## config.mk

```make
export PLATFORM = sky130hd
export DESIGN_NAME = regfile_access_sequencer
export DESIGN_NICKNAME = d
export VERILOG_FILES = /design/src/rtl/regfile_access_sequencer.sv
export SDC_FILE = /design/constraint.sdc
export NUM_CORES = 1
export LEC_CHECK = 0
export CAP_MARGIN = 5
export CORE_UTILIZATION = 40
export CTS_BUF_LIST = sky130_fd_sc_hd__clkbuf_16
export DETAILED_ROUTE_END_ITERATION = 7
export PLACE_DENSITY = 0.75
export SLEW_MARGIN = 20
export SYNTH_ARGS = -nofsm -noshare
export SYNTH_HDL_FRONTEND = slang
export SYNTH_SLANG_ARGS = --single-unit
```

## constraint.sdc

```tcl
create_clock -name clk -period 1.77 [get_ports clk]
set_clock_uncertainty 0.15 [all_clocks]
set_input_delay 0.354 -clock clk [delete_from_list [all_inputs] [get_ports clk]]
set_output_delay 0.354 -clock clk [all_outputs]
set_load 0.02 [all_outputs]
```

## src/rtl/regfile_access_sequencer.sv

```systemverilog
//==============================================================================
// Module      : regfile_access_sequencer
// Description : Serialises decode operand reads and write-back result writes
//               onto a single-port, synchronous-read Y86-64 register storage.
// Revision    : 1.0 - initial release
//==============================================================================
`default_nettype none

module regfile_access_sequencer #(
    parameter int         DATA_W  = 64,
    parameter logic [3:0] RSP_ID  = 4'd4,
    parameter logic [3:0] NONE_ID = 4'd15
) (
    input  logic              clk,
    input  logic              reset,
    output logic              ready,
    // decode read request
    input  logic              dec_req,
    input  logic [3:0]        icode,
    input  logic [3:0]        rA,
    input  logic [3:0]        rB,
    output logic              dec_done,
    output logic [DATA_W-1:0] valA,
    output logic [DATA_W-1:0] valB,
    // write-back request
    input  logic              wb_req,
    input  logic [3:0]        dstE,
    input  logic [DATA_W-1:0] valE,
    input  logic [3:0]        dstM,
    input  logic [DATA_W-1:0] valM,
    output logic              wb_done,
    // register storage port
    output logic [3:0]        rf_addr,
    output logic              rf_we,
    output logic [DATA_W-1:0] rf_wdata,
    input  logic [DATA_W-1:0] rf_rdata
);

    typedef enum logic [2:0] {
        S_IDLE   = 3'd0,
        S_WR_E   = 3'd1,
        S_WR_M   = 3'd2,
        S_RD_A   = 3'd3,
        S_RD_B   = 3'd4,
        S_RD_FIN = 3'd5
    } state_t;

    state_t              r_state;
    state_t              w_next;

    logic [3:0]          r_src_a;
    logic [3:0]          r_src_b;
    logic [3:0]          r_dst_e;
    logic [3:0]          r_dst_m;
    logic [DATA_W-1:0]   r_val_e;
    logic [DATA_W-1:0]   r_val_m;
    logic [DATA_W-1:0]   r_val_a;
    logic [DATA_W-1:0]   r_val_b;
    logic                r_dec_done;
    logic                r_wb_done;

    logic                w_idle;
    logic                w_acc_wb;
    logic                w_acc_dec;
    logic [3:0]          w_src_a;
    logic [3:0]          w_src_b;
    logic [DATA_W-1:0]   w_rd_val;

    assign w_idle    = (r_state == S_IDLE);
    // Write-back wins ties so the following decode sees the retiring results.
    assign w_acc_wb  = w_idle && wb_req;
    assign w_acc_dec = w_idle && dec_req && !wb_req;

    assign ready     = w_idle;
    assign dec_done  = r_dec_done;
    assign wb_done   = r_wb_done;
    assign valA      = r_val_a;
    assign valB      = r_val_b;

    always_comb begin
        w_src_a = NONE_ID;
        case (icode)
            4'h2, 4'h4, 4'h6, 4'hA: w_src_a = rA;
            4'h9, 4'hB:             w_src_a = RSP_ID;
            default:                w_src_a = NONE_ID;
        endcase
    end

    always_comb begin
        w_src_b = NONE_ID;
        case (icode)
            4'h4, 4'h5, 4'h6:       w_src_b = rB;
            4'h8, 4'h9, 4'hA, 4'hB: w_src_b = RSP_ID;
            default:                w_src_b = NONE_ID;
        endcase
    end

    // Read data belongs to the address presented in the previous state.
    always_comb begin
        w_rd_val = rf_rdata;
        if ((r_state == S_RD_B) && (r_src_a == NONE_ID)) begin
            w_rd_val = '0;
        end
        if ((r_state == S_RD_FIN) && (r_src_b == NONE_ID)) begin
            w_rd_val = '0;
        end
    end

    always_ff @(posedge clk) begin
        if (reset) begin
            r_state <= S_IDLE;
        end else begin
            r_state <= w_next;
        end
    end

    always_comb begin
        w_next   = r_state;
        rf_addr  = 4'd0;
        rf_we    = 1'b0;
        rf_wdata = '0;
        case (r_state)
            S_IDLE: begin
                if (w_acc_wb) begin
                    w_next = S_WR_E;
                end else if (w_acc_dec) begin
                    w_next = S_RD_A;
                end
            end
            S_WR_E: begin
                rf_addr  = r_dst_e;
                rf_we    = (r_dst_e != NONE_ID);
                rf_wdata = r_val_e;
                w_next   = S_WR_M;
            end
            S_WR_M: begin
                rf_addr  = r_dst_m;
                rf_we    = (r_dst_m != NONE_ID);
                rf_wdata = r_val_m;
                w_next   = S_IDLE;
            end
            S_RD_A: begin
                rf_addr = r_src_a;
                w_next  = S_RD_B;
            end
            S_RD_B: begin
                rf_addr = r_src_b;
                w_next  = S_RD_FIN;
            end
            S_RD_FIN: begin
                w_next = S_IDLE;
            end
            default: begin
                w_next = S_IDLE;
            end
        endcase
    end

    always_ff @(posedge clk) begin
        if (reset) begin
            r_src_a    <= 4'd0;
            r_src_b    <= 4'd0;
            r_dst_e    <= 4'd0;
            r_dst_m    <= 4'd0;
            r_val_e    <= '0;
            r_val_m    <= '0;
            r_val_a    <= '0;
            r_val_b    <= '0;
            r_dec_done <= 1'b0;
            r_wb_done  <= 1'b0;
        end else begin
            if (w_acc_wb) begin
                r_dst_e <= dstE;
                r_val_e <= valE;
                r_dst_m <= dstM;
                r_val_m <= valM;
            end
            if (w_acc_dec) begin
                r_src_a <= w_src_a;
                r_src_b <= w_src_b;
            end
            if (r_state == S_RD_B) begin
                r_val_a <= w_rd_val;
            end
            if (r_state == S_RD_FIN) begin
                r_val_b <= w_rd_val;
            end
            r_dec_done <= (r_state == S_RD_FIN);
            r_wb_done  <= (r_state == S_WR_M);
        end
    end

endmodule

`default_nettype wire

```

==> metrics, run 1 <==
DRT Pass-1 Iters=5; failing checks=setup timing; clk root buf=clkbuf_16; crit path cell chain=nor3b_4, buf_12, buf_12, a22o_1, buf_6; Final Cycle Share=135.8%; Final Non-Filler Cells=2,108; Filler Cells Inserted=2,061; Die Wd=165.0 um; level count of the clock H-tree=1; post-synthesis cell count=1,323; Cell Pwr Density=859.3 nW/um^2; Syn. warnings=0; total CTS buffers=30; Peak VDD IR=0.7941 mV; Power Total=15.09 mW; Worst-path clk slew=0.07 ns; CP max stage delay=0.36 ns; post-synthesis cell area=10,630 sq um; number of global-route vias before repair=10.43k; Die Height=165.0 um; Port Buf Inserts=415; Slew headroom=50.29%; Startpoint Class=flop; RSZ-0062 raised after global routing=yes; fmax=416.0 MHz; ANT nets after route=0; CTS Sinks=277; worst-margin pin slew=0.7269 ns; leak pwr=8.605 nW; via count=11.47k; CTS tree=built; first-pass GRT wire length=57,260 um; largest net degree at the start of global routing=84; Crit Path Category=reg2out; critical path arrival=1.90 ns; initial antenna violation count=5; multi-input logic area=4862 sq um; layout cell share with drive strength beyond 1=14.60%; Critical Path RT=1.27 ns; critical path's slowest cell=dfxtp_4; GR Util All Layers=26.91%; Layout Nets=1,960; CP most frequent cell=buf_12; post-synthesis sequential area ratio=52.19%; worst setup margin=-0.6337 ns; Reg area=5554 sq um; GP Congestion=0.9195; Core Region=26,060 sq um; Post-synth EDFFs=0; Hold Slack=0.1878 ns; hpwl dp=26,430 um; CTS max path bufs=3; I/O pin cnt=416; most common cell after layout, fill and taps aside=nand2_1; gr ovfl total=0; Iter 0 DRT Violations=956; Initial Util=40.77%; area grow syn2layout=65.26%; Unique masters post-synth=33; die area=27,220 sq um; run status=finished, violations left; Max Cap Viol=0; Avg Cell Area, Syn=8.031 sq um; syn nets=1,539; final hold violations=0; cell count after placement=2,021; critical path endpoint category=output pin; Tmin final=2.404 ns; most frequent cells in the layout=nand2_1, dfxtp_1, a21oi_1, clkdlybuf4s50_1, nand3_1; CP Max Fanout=9; r2r setup slk=-0.15 ns; Routed WL per cell=19.61 um; # setup viols final=260; DRC viols=0; top_reg_cell synth=dfxtp_1; Vias/cell=5.440; Min-Delay Path Class=in2reg; max-slew violation count=0; Total Wirelength=41,330 um; Clk Latency, worst-skew pair=0.56 ns; synthesis-stage register bit count=277; ys async rst share=0%; Cell Rows=59
[power by group]
group	switching [mW]	total [mW]	leakage (nW)	internal [mW]
sequential	0.238	6.76	2.25	6.52
combinational	1.15	2.43	5.85	1.28
clock	2.55	5.90	0.500	3.35
total	3.94	15.1	8.61	11.1
[repair_timing]
item	4_1_cts	5_1_grt
setup buffers	7	6
endpoints found under the setup margin	335	402
gates cloned	5	8
pin swaps	3	43
gates resized for setup	372	228
hold buffers	1	0
endpoints found under the hold margin	1	0
[routing by layer]
metal	vias up	part of all wire, %	GRT usage (%)	routed length, um
met4	0	5.6	15.01	2319
met3	148	6.8	5.550	2809
met5	-	0	0	0
met2	547	49	45.93	20440
met1	5397	38	31.27	15760
li1	5375	-	-	-
[worst max-delay path, delay by kind of cell, from the launching register on]
kind / cells / cell delay [ns]
flops: 1 / 0.36
buf+inv: 3 / 0.47
simple gates: 1 / 0.32
compound gates: 1 / 0.18
[layout make-up]
| cell class | count | area share, % |
|---|---|---|
| diodes | 6 | 0.08551 |
| clock buffers | 30 | 4.275 |
| clock inverters | 25 | 0.9620 |
| multi-input cells | 926 | 27.69 |
| flip-flops and latches | 277 | 31.63 |
| well taps | 335 | 2.387 |
| repair buffers | 509 | 32.97 |
[stage by stage]
step | setup TNS, ns | utilization [%] | area (sq um) | worst slack, ns
floorplan | 0 | - | 10930 | 0.0001287
global placement | -82.71 | 60.42 | 15740 | -0.4767
detailed placement | -89.25 | 60.42 | 15740 | -0.5295
CTS | -83.00 | 64.80 | 16890 | -0.6845
global route | -65.64 | 67.38 | 17560 | -0.7218
finish | -52.82 | 67.38 | 17560 | -0.6337
[worst paths after layout]
| path | cells after the start | to | start |
|---|---|---|---|
| worst max-delay path | 5 | rf_wdata[47] | r_state[1]$_SDFFE_PP0P_ |
| worst max register to register | 8 | valA[57]$_SDFFE_PP0N_ | r_state[0]$_SDFFE_PP0P_ |
| worst min-delay path | 3 | r_val_e[35]$_SDFFE_PP0P_ | valE[35] |
| worst min register to register | 2 | valA[1]$_SDFFE_PP0N_ | valA[1]$_SDFFE_PP0N_ |
[cell usage after synthesis, drive strengths merged (3+ instances only)]
cell type    n  area, sq um
nand2      405         1520
dfxtp      277         5545
a21oi      272         1361
nand3      131        655.6
a22o        65        569.3
clkbuf      61        229.0
buf         59        330.3
a22oi        6        45.04
a311oi       6        52.55
nor2         5        18.77
nor2b        5        31.28
nand4        4        25.02
and3b        3        26.28
nor3b        3        50.05
o21bai       3        22.52
[kinds of logic (layout without fill, tap and decap cells)]
kind of cell	Yosys count	after routing	synth area share, %
simple gates	565	565	22.55
mux	3	3	0.3062
buf+inv	120	564	5.264
flops	277	277	52.19
other cells	0	6	0
compound gates	358	358	19.69
[registers in the layout, indices dropped and copies added (netlist names)]
register / cells
r_dst_e: 4
r_src_a: 4
r_dst_m: 4
dec_done: 1
valB: 64
valA: 64
r_val_e: 64
r_src_b: 4
wb_done: 1
r_val_m: 64
r_state: 3
(Power assumes the default switching activity.)
==> inputs of run 2 (changes only) <==
CORE_UTILIZATION = 30   (was 40)
PLACE_DENSITY = unset   (was 0.75)
==> metrics, run 2 (synthesized netlist as in run 1, its figures left out) <==
run status=finished, violations left; failing checks=setup timing; cell count after placement=2,139; I/O pin cnt=416; DRC viols=0; # setup viols final=279; Power Total=17.04 mW; Iter 0 DRT Violations=641; Max Cap Viol=0; GR Util met3=3.818%; RSZ-0062 raised after global routing=yes; Total Wirelength=48,030 um; Vias/cell=5.161; Crit Path Category=reg2out; Port Buf Inserts=415; fmax=414.8 MHz; largest net degree at the start of global routing=66; Die Wd=190.2 um; worst setup path startpoint=r_state[0]$_SDFFE_PP0P_; worst-margin pin slew=0.4348 ns; Clk Latency, worst-skew pair=0.56 ns; met1 Use GR=28.61%; Clk network pwr share=39.4%; Filler Cells Inserted=3,003; CP Max Fanout=16; Net Sw Power=4.636 mW; hold path startpoint=reset; Final Cycle Share=136.2%; CTS Sinks=277; Startpoint Class=flop; CP max stage delay=0.34 ns; Slew headroom=70.27%; number of global-route vias before repair=10.84k; ANT nets after route=0; Cell Pwr Density=860.1 nW/um^2; Tmin final=2.411 ns; critical path arrival=1.91 ns; Die Height=190.2 um; fin area=19,810 sq um; Final Non-Filler Cells=2,286; first-pass GRT wire length=64,740 um; Min-Delay Path Class=in2reg; GR Util All Layers=23.05%; DRT Pass-1 Iters=7; most common cell after layout, fill and taps aside=dfxtp_1; Comb power frac=20.5%; GR peak layer=met2; max-slew violation count=0; gr ovfl total=0; worst r2r src=r_state[2]$_SDFFE_PP0P_; final hold violations=0; worst setup margin=-0.6410 ns; initial antenna violation count=7; Worst-path clk slew=0.06 ns; hpwl dp=27,940 um; Layout Nets=2,014; Peak VDD IR=0.7366 mV; Hold Slack=0.1006 ns; CTS tree=built; Core Region=34,710 sq um; Internal Pwr Total=12.41 mW; Sequential Power Share=40.1%; total CTS buffers=31; layout cell share with drive strength beyond 1=32.86%; GP Congestion=0.9096; placed cell areas=15,750 sq um; met2 Usage GRT=39.32%; crit path cell chain=buf_6, nor3b_4, buf_12, buf_12, a22o_1, buf_6; die area=36,170 sq um; critical path endpoint category=output pin; most frequent cells in the layout=dfxtp_1, nand2_1, clkdlybuf4s50_1, a21oi_1, nand3_1; leak pwr=8.029 nW; CTS max path bufs=3; clk root buf=clkbuf_16; critical path's slowest cell=dfxtp_2; via count=11.80k; Initial Util=30.61%; level count of the clock H-tree=1; Routed WL per cell=21.01 um; Cell Rows=68; area grow syn2layout=86.47%; Critical Path RT=1.27 ns; switch share=27.20%; Setup WS pre-CTS=-0.5233 ns
==> run 2: cell types whose count changed in the layout (fill, tap and decap cells not counted), moves of 10 or more <==
cell / previous run / this run
nand2_1: 403 / 248
dlymetal6s2s_1: 114 / 0
nand2_4: 0 / 114
a21oi_1: 269 / 165
a21oi_2: 3 / 107
dlygate4sd2_1: 0 / 68
nand2_2: 2 / 43
clkdlybuf4s15_1: 15 / 40
clkdlybuf4s15_2: 1 / 22
buf_6: 71 / 89
buf_16: 5 / 18
clkbuf_16: 35 / 45
==> run 2: per-stage QoR <==
stage          utilization (%)  TNS, ns
6_report                 57.08   -97.65
5_1_grt                  57.08  -117.88
4_1_cts                  51.22   -93.38
3_5_place_dp             45.38   -95.34
3_3_place_gp             45.38   -87.40
2_1_floorplan                -        0
==> run 2: routing by layer <==
layer | wire length [um] | part of all wire, %
met1 | 19580 | 41
met2 | 23660 | 49
met3 | 2659 | 5.5
met4 | 2132 | 4.4
met5 | 0 | 0
==> run 2: critical path: cells and delay by family, from the launching register on <==
kind	cells	cell delay, ns
buf+inv	4	0.62
flops	1	0.34
simple gates	1	0.21
compound gates	1	0.17
==> run 2: path summary, 6_finish.rpt <==
kind	to	slack [ns]	cells after the start
max	rf_wdata[41]	-0.64	6
min	r_val_e[60]$_SDFFE_PP0P_	0.10	2
max reg2reg	r_val_m[45]$_SDFFE_PP0P_	-0.41	9
min reg2reg	valB[59]$_SDFFE_PP0N_	0.30	2
==> run 2: power groups by stage <==
stage          Combinational, mW  Sequential [mW]  Clock [mW]
6_report                    3.49             6.84        6.71
2_1_floorplan               1.04             6.83           0
5_1_grt                     3.68             6.85        7.07
3_3_place_gp                2.10             6.89           0
3_5_place_dp                2.14             6.88           0
4_1_cts                     2.59             6.75        6.83
==> run 2: final cells by class <==
type / count / area (sq um) / share of cell area (%)
diodes: 8 / 20.02 / 0.1010
clock buffers: 31 / 775.7 / 3.915
clock inverters: 27 / 279.0 / 1.408
multi-input cells: 927 / 6208 / 31.34
flip-flops and latches: 277 / 5552 / 28.02
well taps: 455 / 569.3 / 2.873
repair buffers: 561 / 6409 / 32.35
==> run 2: what timing repair did <==
action | in CTS | in global routing
endpoints found under the setup margin | 409 | 340
resized for setup | 691 | 422
cloned | 20 | 22
hold buffers | 0 | 0
pin swaps | 54 | 222
buffers inserted | 26 | 17
endpoints found under the hold margin | 0 | 0
